<file path="src/rtl/v_instr_issue_queue.sv">
`default_nettype none
// ============================================================================
// Module   : v_instr_issue_queue
// Purpose  : Vector-core side of the scalar-to-vector instruction interface.
//            Buffers {instr, rs1, rs2} in a DEPTH-entry FIFO, back-pressures
//            the scalar core with a registered stall, and dispatches the head
//            to the vector control unit over a valid/ready handshake. It also
//            tracks outstanding vector loads and stores so that the scalar
//            core can enforce memory ordering.
// Ports    : clk, rstn (async, active-low)
//            vector_instr_i/rs1_i/rs2_i/v_instr_valid_i  <- scalar core
//            vector_stall_o                               -> scalar core
//            instr_o/rs1_o/rs2_o/instr_valid_o, instr_ready_i <-> vector CU
//            load_done_i/store_done_i                     <- completion pulses
//            all_v_loads_executed_o/all_v_stores_executed_o -> scalar core
// Options  : V_ISSUE_BYPASS_EN - when defined, an instruction arriving at an
//            empty queue with the consumer ready is forwarded combinationally
//            and never written into the FIFO.
// Revision : 1.0 - initial release
// ============================================================================
module v_instr_issue_queue #(
    parameter int DEPTH = 4,
    parameter int CNT_W = 6
) (
    input  logic        clk,
    input  logic        rstn,
    input  logic [31:0] vector_instr_i,
    input  logic [31:0] rs1_i,
    input  logic [31:0] rs2_i,
    input  logic        v_instr_valid_i,
    output logic        vector_stall_o,
    output logic [31:0] instr_o,
    output logic [31:0] rs1_o,
    output logic [31:0] rs2_o,
    output logic        instr_valid_o,
    input  logic        instr_ready_i,
    input  logic        load_done_i,
    input  logic        store_done_i,
    output logic        all_v_loads_executed_o,
    output logic        all_v_stores_executed_o
);

    localparam int PTR_W = $clog2(DEPTH);
    localparam int CNT_Q_W = PTR_W + 1;
    localparam logic [CNT_Q_W-1:0] FULL_CNT = CNT_Q_W'(DEPTH);
    localparam logic [CNT_W-1:0] CNT_MAX = {CNT_W{1'b1}};
    localparam logic [6:0] OPC_LOAD  = 7'b0000111;
    localparam logic [6:0] OPC_STORE = 7'b0100111;

    logic [31:0]        mem_instr [DEPTH];
    logic [31:0]        mem_rs1   [DEPTH];
    logic [31:0]        mem_rs2   [DEPTH];

    logic [PTR_W-1:0]   wr_ptr, rd_ptr;
    logic [CNT_Q_W-1:0] count, count_nxt;
    logic [CNT_W-1:0]   ld_cnt, ld_cnt_nxt, st_cnt, st_cnt_nxt;
    logic               stall_q, ld_exec_q, st_exec_q;

    logic               push, bypass, wr_en, pop, empty;
    logic               is_load, is_store;

    assign empty    = (count == '0);
    // Stall is registered, so a pop in the same cycle never opens a slot for
    // a push until the next cycle.
    assign push     = v_instr_valid_i & ~stall_q;
    assign is_load  = push & (vector_instr_i[6:0] == OPC_LOAD);
    assign is_store = push & (vector_instr_i[6:0] == OPC_STORE);

`ifdef V_ISSUE_BYPASS_EN
    assign bypass = push & empty & instr_ready_i;
`else
    assign bypass = 1'b0;
`endif

    assign wr_en = push & ~bypass;
    assign pop   = ~empty & instr_ready_i;

    always_comb begin
        count_nxt = count;
        if (wr_en && !pop) begin
            count_nxt = count + 1'b1;
        end else if (pop && !wr_en) begin
            count_nxt = count - 1'b1;
        end
    end

    // Outstanding counters: inc and dec together cancel; dec at 0 saturates.
    // Increment cannot overflow because a counter at max raises stall.
    always_comb begin
        ld_cnt_nxt = ld_cnt;
        if (is_load && !load_done_i) begin
            ld_cnt_nxt = ld_cnt + 1'b1;
        end else if (load_done_i && !is_load && ld_cnt != '0) begin
            ld_cnt_nxt = ld_cnt - 1'b1;
        end
    end

    always_comb begin
        st_cnt_nxt = st_cnt;
        if (is_store && !store_done_i) begin
            st_cnt_nxt = st_cnt + 1'b1;
        end else if (store_done_i && !is_store && st_cnt != '0) begin
            st_cnt_nxt = st_cnt - 1'b1;
        end
    end

    always_ff @(posedge clk or negedge rstn) begin
        if (!rstn) begin
            wr_ptr    <= '0;
            rd_ptr    <= '0;
            count     <= '0;
            ld_cnt    <= '0;
            st_cnt    <= '0;
            stall_q   <= 1'b0;
            ld_exec_q <= 1'b1;
            st_exec_q <= 1'b1;
        end else begin
            if (wr_en) wr_ptr <= wr_ptr + 1'b1;
            if (pop)   rd_ptr <= rd_ptr + 1'b1;
            count     <= count_nxt;
            ld_cnt    <= ld_cnt_nxt;
            st_cnt    <= st_cnt_nxt;
            stall_q   <= (count_nxt == FULL_CNT) | (ld_cnt_nxt == CNT_MAX)
                       | (st_cnt_nxt == CNT_MAX);
            ld_exec_q <= (ld_cnt_nxt == '0);
            st_exec_q <= (st_cnt_nxt == '0);
        end
    end

    // Storage needs no reset: outputs are masked while the queue is empty.
    always_ff @(posedge clk) begin
        if (wr_en) begin
            mem_instr[wr_ptr] <= vector_instr_i;
            mem_rs1[wr_ptr]   <= rs1_i;
            mem_rs2[wr_ptr]   <= rs2_i;
        end
    end

    always_comb begin
        instr_o       = '0;
        rs1_o         = '0;
        rs2_o         = '0;
        instr_valid_o = 1'b0;
        if (!empty) begin
            instr_o       = mem_instr[rd_ptr];
            rs1_o         = mem_rs1[rd_ptr];
            rs2_o         = mem_rs2[rd_ptr];
            instr_valid_o = 1'b1;
        end else if (bypass) begin
            instr_o       = vector_instr_i;
            rs1_o         = rs1_i;
            rs2_o         = rs2_i;
            instr_valid_o = 1'b1;
        end
    end

    assign vector_stall_o          = stall_q;
    assign all_v_loads_executed_o  = ld_exec_q;
    assign all_v_stores_executed_o = st_exec_q;

endmodule
`default_nettype wire

</file>
<file path="config.mk">
export PLATFORM = sky130hd
export DESIGN_NAME = v_instr_issue_queue
export DESIGN_NICKNAME = d
export VERILOG_FILES = /design/src/rtl/v_instr_issue_queue.sv
export SDC_FILE = /design/constraint.sdc
export NUM_CORES = 1
export LEC_CHECK = 0
export ABC_AREA = 1
export BUFFER_PORTS_ARGS = -buffer_cell sky130_fd_sc_hd__buf_4
export CAP_MARGIN = 20
export CORE_MARGIN = 2
export CORE_UTILIZATION = 43
export CTS_CLUSTER_DIAMETER = 30
export CTS_CLUSTER_SIZE = 16
export DETAILED_ROUTE_END_ITERATION = 12
export HOLD_SLACK_MARGIN = 0.1
export PLACE_DENSITY = 0.7
export SLEW_MARGIN = 20
export SYNTH_ARGS = -nofsm -noshare
export SYNTH_HDL_FRONTEND = slang
export SYNTH_SLANG_ARGS = --single-unit
</file>
<file path="constraint.sdc">
create_clock -name clk -period 10.3 [get_ports clk]
set_input_delay 2.06 -clock clk [delete_from_list [all_inputs] [get_ports clk]]
set_output_delay 2.06 -clock clk [all_outputs]
set_load 0.05 [all_outputs]
</file>
==> flow_metrics.py, run 1 <==
metrics = {
    "timing": {
        "finalSetupViolations": 0,
        "slew-limit-headroom_pct": 27.74,
        "fmax_mhz": 169.3,
        "worst_clock_skew_ps": 12.60,
        "finalHoldViolations": 0,
        "slew_viol_final": 0,
        "worstMarginPinSlew_ps": 1084,
        "setup_tns_ps": 0,
        "rsz0062_at_grt": "false",
        "period_needed_ps": 5906,
        "fin_crit_sh_pct": 57.34,
    },
    "finish": {
        "drive_gt1_share_pct": 22.70,
        "layout_commonest_cell": "nor2_1",
        "final_cell_mix": "nor2_1 (408), edfxtp_1 (384), buf_4 (215)",
        "area_delta_synth_final_pct": 28.47,
        "final_nets": 1724,
    },
    "floorplan": {
        "rows": 71,
        "start_util_pct": 43.73,
        "die_x_um": 200.0,
        "die_h_um": 200.0,
        "dieArea_mm2": 0.03998,
        "core-area_mm2": 0.03776,
        "boundaryPins": 202,
    },
    "synth": {
        "syn_nets": 1502,
        "ys_types": 31,
        "netlist_instances": 1387,
        "ys_seq_elements": 406,
        "synth.avg_cell_area_um2": 11.90,
        "syn_area_mm2": 0.01651,
        "ys.warnings.count": 0,
        "ys_seq_area_share_pct": 73.18,
    },
    "place": {
        "dp.final_hpwl_um": 21390,
        "gp_congestion": 0.8163,
        "io_buffers": 201,
    },
    "worst_setup_path": {
        "endpoint_kind": "output port",
        "path_max_fanout": 93,
        "cp_data_required_time_ps": 8240,
        "arrival_ps": 3850,
        "crit_path_start_kind": "flop",
        "crit_type": "flop to output port",
    },
    "grt": {
        "met3_usage_pct": 5.746,
        "grtUsageTotal_pct": 19.42,
        "grt_max_degree": 106,
        "busiest_layer": "met2",
        "grt.overflow.total": 0,
        "antenna_found_initial": 3,
        "grt_pass1_wl_um": 58590,
        "use_met2_pct": 31.38,
        "grt_pass1_vias": 10870,
        "grtUsageMet1_pct": 24.63,
    },
    "clocking": {
        "clk_pin_slew_ps": 40,
        "cts_sinks": 406,
        "cts_htree_levels": 3,
        "cts_inserted_buffers": 80,
        "cts_tree": "done",
        "clk_latency_ps": 590,
        "cts_buffer_depth": 3,
        "cts_resized": 0,
        "cts_setup_buffers": 0,
        "postCtsHoldBufs": 0,
        "root_buffer": "clkbuf_16",
    },
    "detailed_routing": {
        "via_per_inst": 5.105,
        "drc": 0,
        "drt_pre_antenna_iters": 4,
        "ant_nets": 0,
        "wire_per_inst_um": 17.81,
        "routed_wl_um": 38930,
        "drt_iter0_markers": 655,
        "num_vias": 11160,
    },
    "flow_run": {
        "maxCapViolations": 0,
    },
    "hold_path": {
        "hold_path_class": "flop to flop",
    },
    "status": {
        "status": "finished clean",
    },
}
[synth_stat cells]
cell | instances | area (um2)
xor2_1 | 8 | 70.07
dfrtp_1 | 20 | 500.5
nand4_2 | 1 | 12.51
nand3_2 | 5 | 50.05
nand4_1 | 6 | 37.54
nand3b_1 | 2 | 15.01
a21boi_1 | 1 | 7.510
dfstp_2 | 2 | 52.55
nand2_2 | 9 | 56.30
o21ai_1 | 13 | 65.06
nor2_2 | 1 | 6.260
buf_2 | 18 | 90.09
nor3_2 | 1 | 10.01
nor2_1 | 412 | 1546
edfxtp_1 | 384 | 11530
nand2_4 | 1 | 11.26
a21oi_1 | 100 | 500.5
nor4_1 | 1 | 6.260
nor3_1 | 3 | 15.01
xnor2_1 | 2 | 17.52
inv_1 | 35 | 131.4
o21ai_0 | 185 | 925.9
nand3_1 | 26 | 130.1
buf_1 | 13 | 48.80
clkinv_1 | 2 | 7.510
nor2_4 | 5 | 56.30
nand2_1 | 70 | 262.8
ha_1 | 13 | 162.7
o221ai_1 | 1 | 8.760
inv_2 | 3 | 11.26
clkbuf_1 | 44 | 165.2
[layout make-up]
cell class,instances,area (um2)
Clock buffer,90,2059
Timing Repair Buffer,215,1614
Antenna cell,1,2.502
Clock inverter,57,645.6
Multi-Input combinational cell,866,4004
Inverter,40,156.4
Tap cell,511,639.4
Sequential cell,406,12090
Fill cell,3068,16540
[cells by family after synthesis]
group	count (synthesis)	share of synthesized area [%]
buffers and inverters	115	2.751
AOI/OAI and AO/OA	300	9.131
and+or+nand+nor	543	13.42
xor gates and xnor gates	10	0.5305
adders and majority gates	13	0.9851
DFF	406	73.18
[state kept, by name, indices dropped and copies added (netlist names)]
register and count:
mem_instr 128, mem_rs1 128, mem_rs2 128, ld_cnt 6, st_cnt 6, count 3
rd_ptr 2, wr_ptr 2, all_v_loads_executed_o 1, all_v_stores_executed_o 1, vector_stall_o 1
[per-layer routing]
layer	share of wire (%)	wire [um]
met1	42	16460
met2	47	18140
met4	2.5	955
met5	0.077	30
met3	8.6	3341
[worst paths after layout]
check	start	endpoint	slack (ps)	cells past startpoint
max in group asynchronous	rstn	all_v_stores_executed_o$_DFF_PN1_	8640	1
worst min-delay path	count[0]$_DFF_PN0_	count[0]$_DFF_PN0_	520	1
worst max-delay path	rd_ptr[0]$_DFFE_PN0P_	rs1_o[7]	4390	7
worst max register to register	wr_ptr[0]$_DFFE_PN0P_	mem_rs1[0][3]$_DFFE_PP_	7420	6
min in group asynchronous	rstn	count[2]$_DFF_PN0_	1370	1
worst min register to register	count[0]$_DFF_PN0_	count[0]$_DFF_PN0_	520	1
[critical path: stages (launching register included)]
cell and delay, ps:
dfrtp_4 630, buf_4 810, buf_4 760, nor2_1 160
nor2_1 130, o21ai_0 100, a21oi_1 260, buf_4 240
[per-stage QoR]
step / setup WS, ps / cell area [um2] / std cells / hold WS (ps) / util (%)
after global placement: 5125 / 18510 / 2038 / 507.4 / 49.01
after global routing: 4149 / 21210 / 2185 / 554.1 / 56.18
after detailed placement: 5047 / 18510 / 2038 / 512.9 / 49.01
after CTS: 4377 / 21210 / 2185 / 522.7 / 56.18
final: 4394 / 21210 / 2186 / 522.8 / 56.19
after floorplan: 3603 / 16510 / 1387 / 485.5 / -
Power of run 1 is left out: the tool's default activity adds up to more than one toggle a clock period on the data nets, which glitch-free logic cannot reach.
==> run 2, diff against run 1 <==
==> constraint.sdc (replaced) <==
create_clock -name clk -period 5.8 [get_ports clk]
set_input_delay 1.16 -clock clk [delete_from_list [all_inputs] [get_ports clk]]
set_output_delay 1.16 -clock clk [all_outputs]
set_load 0.05 [all_outputs]
==> run 2 against run 1 <==
Against the previous run: sequential cell count stayed put; worst hold slack worse by 34 ps; die area stayed put; final area is 1.3% lower; utilization is 0.75 points lower; clock-buffer cell count is 2 lower; non-clock buffer count stayed put; register-to-register slack worse by 3900 ps; critical path type unchanged; critical endpoint is now rs1_o[15]; largest cell class unchanged.
==> flow_metrics.py, run 2 (same netlist as run 1, synthesis figures left out) <==
metrics = {
    "status": {
        "status": "finished clean",
    },
    "worst_setup_path": {
        "endpoint_kind": "output port",
        "crit_type": "flop to output port",
        "crit_path_frequent_cell": "buf_4",
        "cp_num_buf_inv": 4,
        "path_max_fanout": 39,
        "crit_path_start_kind": "flop",
        "slowest_delay_ps": 630,
        "cp_data_required_time_ps": 4640,
        "rr_startpoint": "vector_stall_o$_DFF_PN0_",
        "path_cells": "inv_1 > ha_1 > nand2_1 > clkinv_2 > buf_4 > a21oi_1 > buf_4",
        "startpoint": "count[0]$_DFF_PN0_",
        "crit_slowest_cell": "clkinv_2",
        "arrival_ps": 2940,
        "path_delay_family": "buffers and inverters",
    },
    "finish": {
        "top_regs": "mem_instr x128, mem_rs1 x128, mem_rs2 x128",
        "final_cell_mix": "nor2_1 (408), edfxtp_1 (384), buf_4 (212)",
        "area_delta_synth_final_pct": 26.76,
        "layout_commonest_cell": "nor2_1",
        "multi_input_area_mm2": 0.004004,
        "final_nets": 1717,
        "n_fill_cell": 3087,
        "stdcell_area_mm2": 0.02093,
        "final-seq-area_mm2": 0.01209,
        "drive_gt1_share_pct": 21.93,
    },
    "timing": {
        "fin_crit_sh_pct": 70.74,
        "finalSetupViolations": 0,
        "period_needed_ps": 4103,
        "setup_tns_ps": 0,
        "slew_viol_final": 0,
        "worst_clock_skew_ps": 26.72,
        "fmax_mhz": 243.7,
        "worstMarginPinSlew_ps": 1046,
        "slew-limit-headroom_pct": 30.25,
        "finalHoldViolations": 0,
        "rsz0062_at_grt": "false",
    },
    "clocking": {
        "cts_htree_levels": 3,
        "cts_buffer_depth": 3,
        "postCtsHoldBufs": 0,
        "cts_sinks": 406,
        "cts_tree": "done",
        "clk_pin_slew_ps": 50,
        "root_buffer": "clkbuf_16",
        "clk_latency_ps": 580,
        "cts_resized": 0,
        "cts_setup_buffers": 0,
        "cts_inserted_buffers": 73,
    },
    "grt": {
        "grtUsageMet1_pct": 26.43,
        "grt.overflow.total": 0,
        "grtUsageTotal_pct": 20.00,
        "grt_pass1_wl_um": 60680,
        "grt_max_degree": 194,
        "met3_usage_pct": 5.595,
        "antenna_found_initial": 3,
        "use_met2_pct": 31.29,
        "grt_pass1_vias": 11140,
        "busiest_layer": "met2",
    },
    "floorplan": {
        "die_x_um": 200.0,
        "boundaryPins": 202,
        "start_util_pct": 43.73,
        "rows": 71,
        "die_h_um": 200.0,
        "dieArea_mm2": 0.03998,
        "core-area_mm2": 0.03776,
    },
    "detailed_routing": {
        "routed_wl_um": 39420,
        "drt_pre_antenna_iters": 5,
        "wire_per_inst_um": 18.13,
        "ant_nets": 0,
        "drt_iter0_markers": 736,
        "num_vias": 11220,
        "via_per_inst": 5.162,
        "drc": 0,
    },
    "place": {
        "gp_congestion": 0.7985,
        "io_buffers": 201,
        "post_dp_cell_area_mm2": 0.01854,
        "dp.final_hpwl_um": 22030,
    },
    "flow_run": {
        "maxCapViolations": 0,
    },
    "hold_path": {
        "hold_path_class": "primary input to asynchronous set/reset pin",
    },
}
==> run 2: cell types whose count changed in the layout (fill, tap and decap cells not counted), moves of 2 or more <==
cell / change
buf_12: +3
diode_2: +2
clkbuf_1: +3
inv_8: +3
buf_4: -3
inv_6: +3
clkinv_4: -9
inv_16: -3
clkbuf_16: -4
bufinv_16: -3
==> run 2: path summary, 6_finish.rpt <==
check                                        endpoint  slack, ps  depth (start not counted)
setup / recovery                            rs1_o[15]       1700                          7
hold / removal                    ld_cnt[2]$_DFF_PN0_        490                          1
setup reg to reg           mem_instr[3][22]$_DFFE_PP_       3500                          4
hold reg to reg                    count[0]$_DFF_PN0_        520                          1
max in group asynchronous       rd_ptr[1]$_DFFE_PN0P_       5000                          1
min in group clk                   count[0]$_DFF_PN0_        520                          1
==> run 2: cell type report <==
class | count | share of cell area [%]
Antenna cell | 3 | 0.03587
Clock buffer | 88 | 9.349
Clock inverter | 45 | 2.026
Inverter | 40 | 0.7472
Multi-Input combinational cell | 866 | 19.13
Sequential cell | 406 | 57.77
Tap cell | 511 | 3.055
Timing Repair Buffer | 215 | 7.890
==> run 2: metal layers <==
metal  vias to the layer above  part of all wire, %
met5                         -                0.043
met4                         2                  2.3
met3                        75                  9.8
met2                       409                   46
met1                      5426                   42
li1                       5311                    -
==> run 2: stage by stage <==
| step | worst slack [ps] | utilization, % | hold WS, ps | instances |
|---|---|---|---|---|
| floorplan | 2.504 | - | 485.5 | 1387 |
| global placement | 2332 | 49.11 | 507.2 | 2038 |
| detailed placement | 2272 | 49.11 | 512.6 | 2038 |
| CTS | 1667 | 55.42 | 472.3 | 2171 |
| global route | 1528 | 55.42 | 502.8 | 2171 |
| finish | 1697 | 55.44 | 488.8 | 2174 |
Power of run 2 is left out for the same reason.
==> run 3, diff against run 2 <==
--- a/config.mk
+++ b/config.mk
@@ -5,7 +5,7 @@
 export SDC_FILE = /design/constraint.sdc
 export NUM_CORES = 1
 export LEC_CHECK = 0
-export ABC_AREA = 1
+export ABC_AREA = 0
 export BUFFER_PORTS_ARGS = -buffer_cell sky130_fd_sc_hd__buf_4
 export CAP_MARGIN = 20
 export CORE_MARGIN = 2
==> constraint.sdc (replaced) <==
create_clock -name clk -period 4.3 [get_ports clk]
set_input_delay 0.86 -clock clk [delete_from_list [all_inputs] [get_ports clk]]
set_output_delay 0.86 -clock clk [all_outputs]
set_load 0.05 [all_outputs]
==> run 3 against run 2 <==
Against the previous run: sequential share of layout area down 0.28 points; synthesized cell count down 43%; cell count down 27%; setup slack worse by 990 ps; register-to-register slack worse by 1800 ps; final area up 0.49%; utilization up 1.9 points; clock skew down 17 ps.
==> flow_metrics.py, run 3 <==
metrics = {
    "synth": {
        "yosys-top-cells-count": "edfxtp_1 (384), and2_1 (101), mux4_2 (96)",
        "ys_seq_elements": 406,
        "async_flop_share_pct": 5.419,
        "synth.top_cell.area_share_pct": 71.69,
        "yosys-top-cells-area": "edfxtp_1 (72%), mux4_2 (13%), and2_1 (3.9%), dfrtp_1 (3.1%), ha_1 (1.0%)",
        "synth.avg_cell_area_um2": 20.41,
        "ys_seq_area_share_pct": 75.13,
        "syn_area_mm2": 0.01608,
        "ys_types": 55,
        "ys.warnings.count": 0,
        "syn_nets": 903,
        "yosysTopAreaCell": "edfxtp_1",
        "ys.flop_type": "edfxtp_1",
        "netlist_instances": 788,
        "synth_edf_count": 384,
        "synth.most_common_cell": "edfxtp_1",
    },
    "power": {
        "total_power_mw": 18.94,
        "peakVddDrop_mv": 0.5167,
        "leakage_nw": 7.494,
        "power_density_mw_per_mm2": 900.2,
    },
    "clocking": {
        "cts_htree_levels": 3,
        "cts_setup_buffers": 0,
        "cts_tree": "done",
        "cts_buffer_depth": 3,
        "cts_sinks": 406,
        "clk_latency_ps": 580,
        "postCtsHoldBufs": 0,
        "root_buffer": "clkbuf_16",
        "clk_pin_slew_ps": 50,
        "cts_resized": 0,
        "cts_inserted_buffers": 82,
    },
    "finish": {
        "final_nets": 1167,
        "final_cell_mix": "edfxtp_1 (384), buf_4 (213), and2_1 (97)",
        "area_delta_synth_final_pct": 30.77,
        "drive_gt1_share_pct": 41.55,
        "top_regs": "mem_instr x128, mem_rs1 x128, mem_rs2 x128",
        "layout_commonest_cell": "edfxtp_1",
        "utilization_pct": 57.32,
    },
    "timing": {
        "slew_viol_final": 0,
        "worst_clock_skew_ps": 9.612,
        "finalSetupViolations": 0,
        "finalHoldViolations": 0,
        "fin_crit_sh_pct": 83.56,
        "slew-limit-headroom_pct": 51.47,
        "rsz0062_at_grt": "false",
        "fmax_mhz": 278.3,
        "period_needed_ps": 3593,
        "timing.final.ws_setup_ps": 706.9,
        "worstMarginPinSlew_ps": 728.0,
        "setup_tns_ps": 0,
    },
    "place": {
        "io_buffers": 201,
        "place_ws_ps": 1193,
        "gp_congestion": 0.7718,
        "dp.final_hpwl_um": 19570,
    },
    "grt": {
        "grt_pass1_wl_um": 52290,
        "grtUsageMet1_pct": 22.57,
        "antenna_found_initial": 2,
        "met3_usage_pct": 4.798,
        "grt.overflow.total": 0,
        "grt_max_degree": 60,
        "busiest_layer": "met2",
        "grt_pass1_vias": 9145,
        "use_met2_pct": 29.76,
        "grtUsageTotal_pct": 17.83,
    },
    "detailed_routing": {
        "routed_wl_um": 33610,
        "drt_pre_antenna_iters": 5,
        "num_vias": 8359,
        "ant_nets": 0,
        "wire_per_inst_um": 21.15,
        "drc": 0,
        "drt_iter0_markers": 471,
        "via_per_inst": 5.261,
    },
    "worst_setup_path": {
        "crit_type": "flop to output port",
        "r2r_slack_ps": 1710,
        "cp_data_required_time_ps": 3440,
        "arrival_ps": 2730,
        "path_max_fanout": 22,
        "r2r_cells": 9,
        "endpoint_kind": "output port",
        "crit_path_start_kind": "flop",
        "reg2reg_to": "vector_stall_o$_DFF_PN0_",
        "rr_startpoint": "count[1]$_DFF_PN0_",
    },
    "floorplan": {
        "rows": 70,
        "core-area_mm2": 0.03670,
        "die_h_um": 197.4,
        "start_util_pct": 43.83,
        "boundaryPins": 202,
        "die_x_um": 197.4,
        "dieArea_mm2": 0.03897,
    },
    "status": {
        "status": "finished clean",
    },
    "flow_run": {
        "maxCapViolations": 0,
    },
    "hold_path": {
        "hold_path_class": "primary input to asynchronous set/reset pin",
    },
}
[run 3: cell types whose count changed after synthesis, moves of 19 or more]
cell	previous run	this run
a21oi_1	100	5
and2_1	0	101
clkbuf_1	44	24
inv_1	35	16
mux4_2	0	96
nand2_1	70	10
nand3_1	26	7
nor2_1	412	11
o21ai_0	185	3
[run 3: area by class of cell]
| cell class | count | area (um2) |
|---|---|---|
| repair buffers | 221 | 1759 |
| flip-flops and latches | 406 | 12090 |
| multi-input cells | 325 | 3785 |
| fillers | 2783 | 15660 |
| well taps | 468 | 585.6 |
| inverters | 16 | 60.06 |
| diodes | 2 | 5.005 |
| clock buffers | 92 | 2132 |
| clock inverters | 59 | 615.6 |
[run 3: worst max-delay path: stages (launching register included)]
cell and delay (ps):
dfrtp_4 770, buf_4 450, mux4_2 540, and2_1 200
buf_4 200
[run 3: how the worst max path moves through the flow]
stage	from	end	slack [ps]	depth (start not counted)
finish	rd_ptr[0]$_DFFE_PN0P_	instr_o[5]	710	4
global route	rd_ptr[0]$_DFFE_PN0P_	instr_o[5]	510	4
CTS	rd_ptr[0]$_DFFE_PN0P_	instr_o[5]	590	4
detailed placement	vector_instr_i[4]	vector_stall_o$_DFF_PN0_	1190	8
global placement	vector_instr_i[4]	vector_stall_o$_DFF_PN0_	1160	8
floorplan	v_instr_valid_i	mem_instr[2][0]$_DFFE_PP_	340	3
[run 3: metrics by stage]
| step | hold slack [ps] | instances | cell area (um2) |
|---|---|---|---|
| 4_1_cts | 165.2 | 1587 | 21030 |
| 6_report | 184.7 | 1589 | 21030 |
| 2_1_floorplan | 450.4 | 788 | 16080 |
| 3_5_place_dp | 495.5 | 1436 | 18280 |
| 3_3_place_gp | 485.0 | 1436 | 18280 |
| 5_1_grt | 187.9 | 1587 | 21030 |
[run 3: cells by family (layout without fill, tap and decap cells)]
family / after synthesis / in the layout / share of synthesized area (%)
flops: 406 / 406 / 75.13
mux: 96 / 96 / 13.44
xor+xnor: 12 / 12 / 0.7001
buf+inv: 57 / 388 / 1.447
fa+ha+maj: 13 / 13 / 1.011
other cells: 0 / 2 / 0
compound gates: 33 / 33 / 1.548
simple gates: 171 / 171 / 6.721
[run 3: routing by layer]
layer	wire length (um)	up-vias
met2	16950	282
met5	0	-
met3	2302	53
met4	641	0
li1	-	3737
met1	13710	4287
[run 3: power breakdown]
part | total (mW) | internal (mW) | switching [mW]
clock | 6.19 | 4.16 | 2.02
sequential | 5.60 | 5.17 | 0.427
combinational | 7.15 | 2.61 | 4.54
total | 18.9 | 11.9 | 6.99
(Power assumes the default switching activity.)
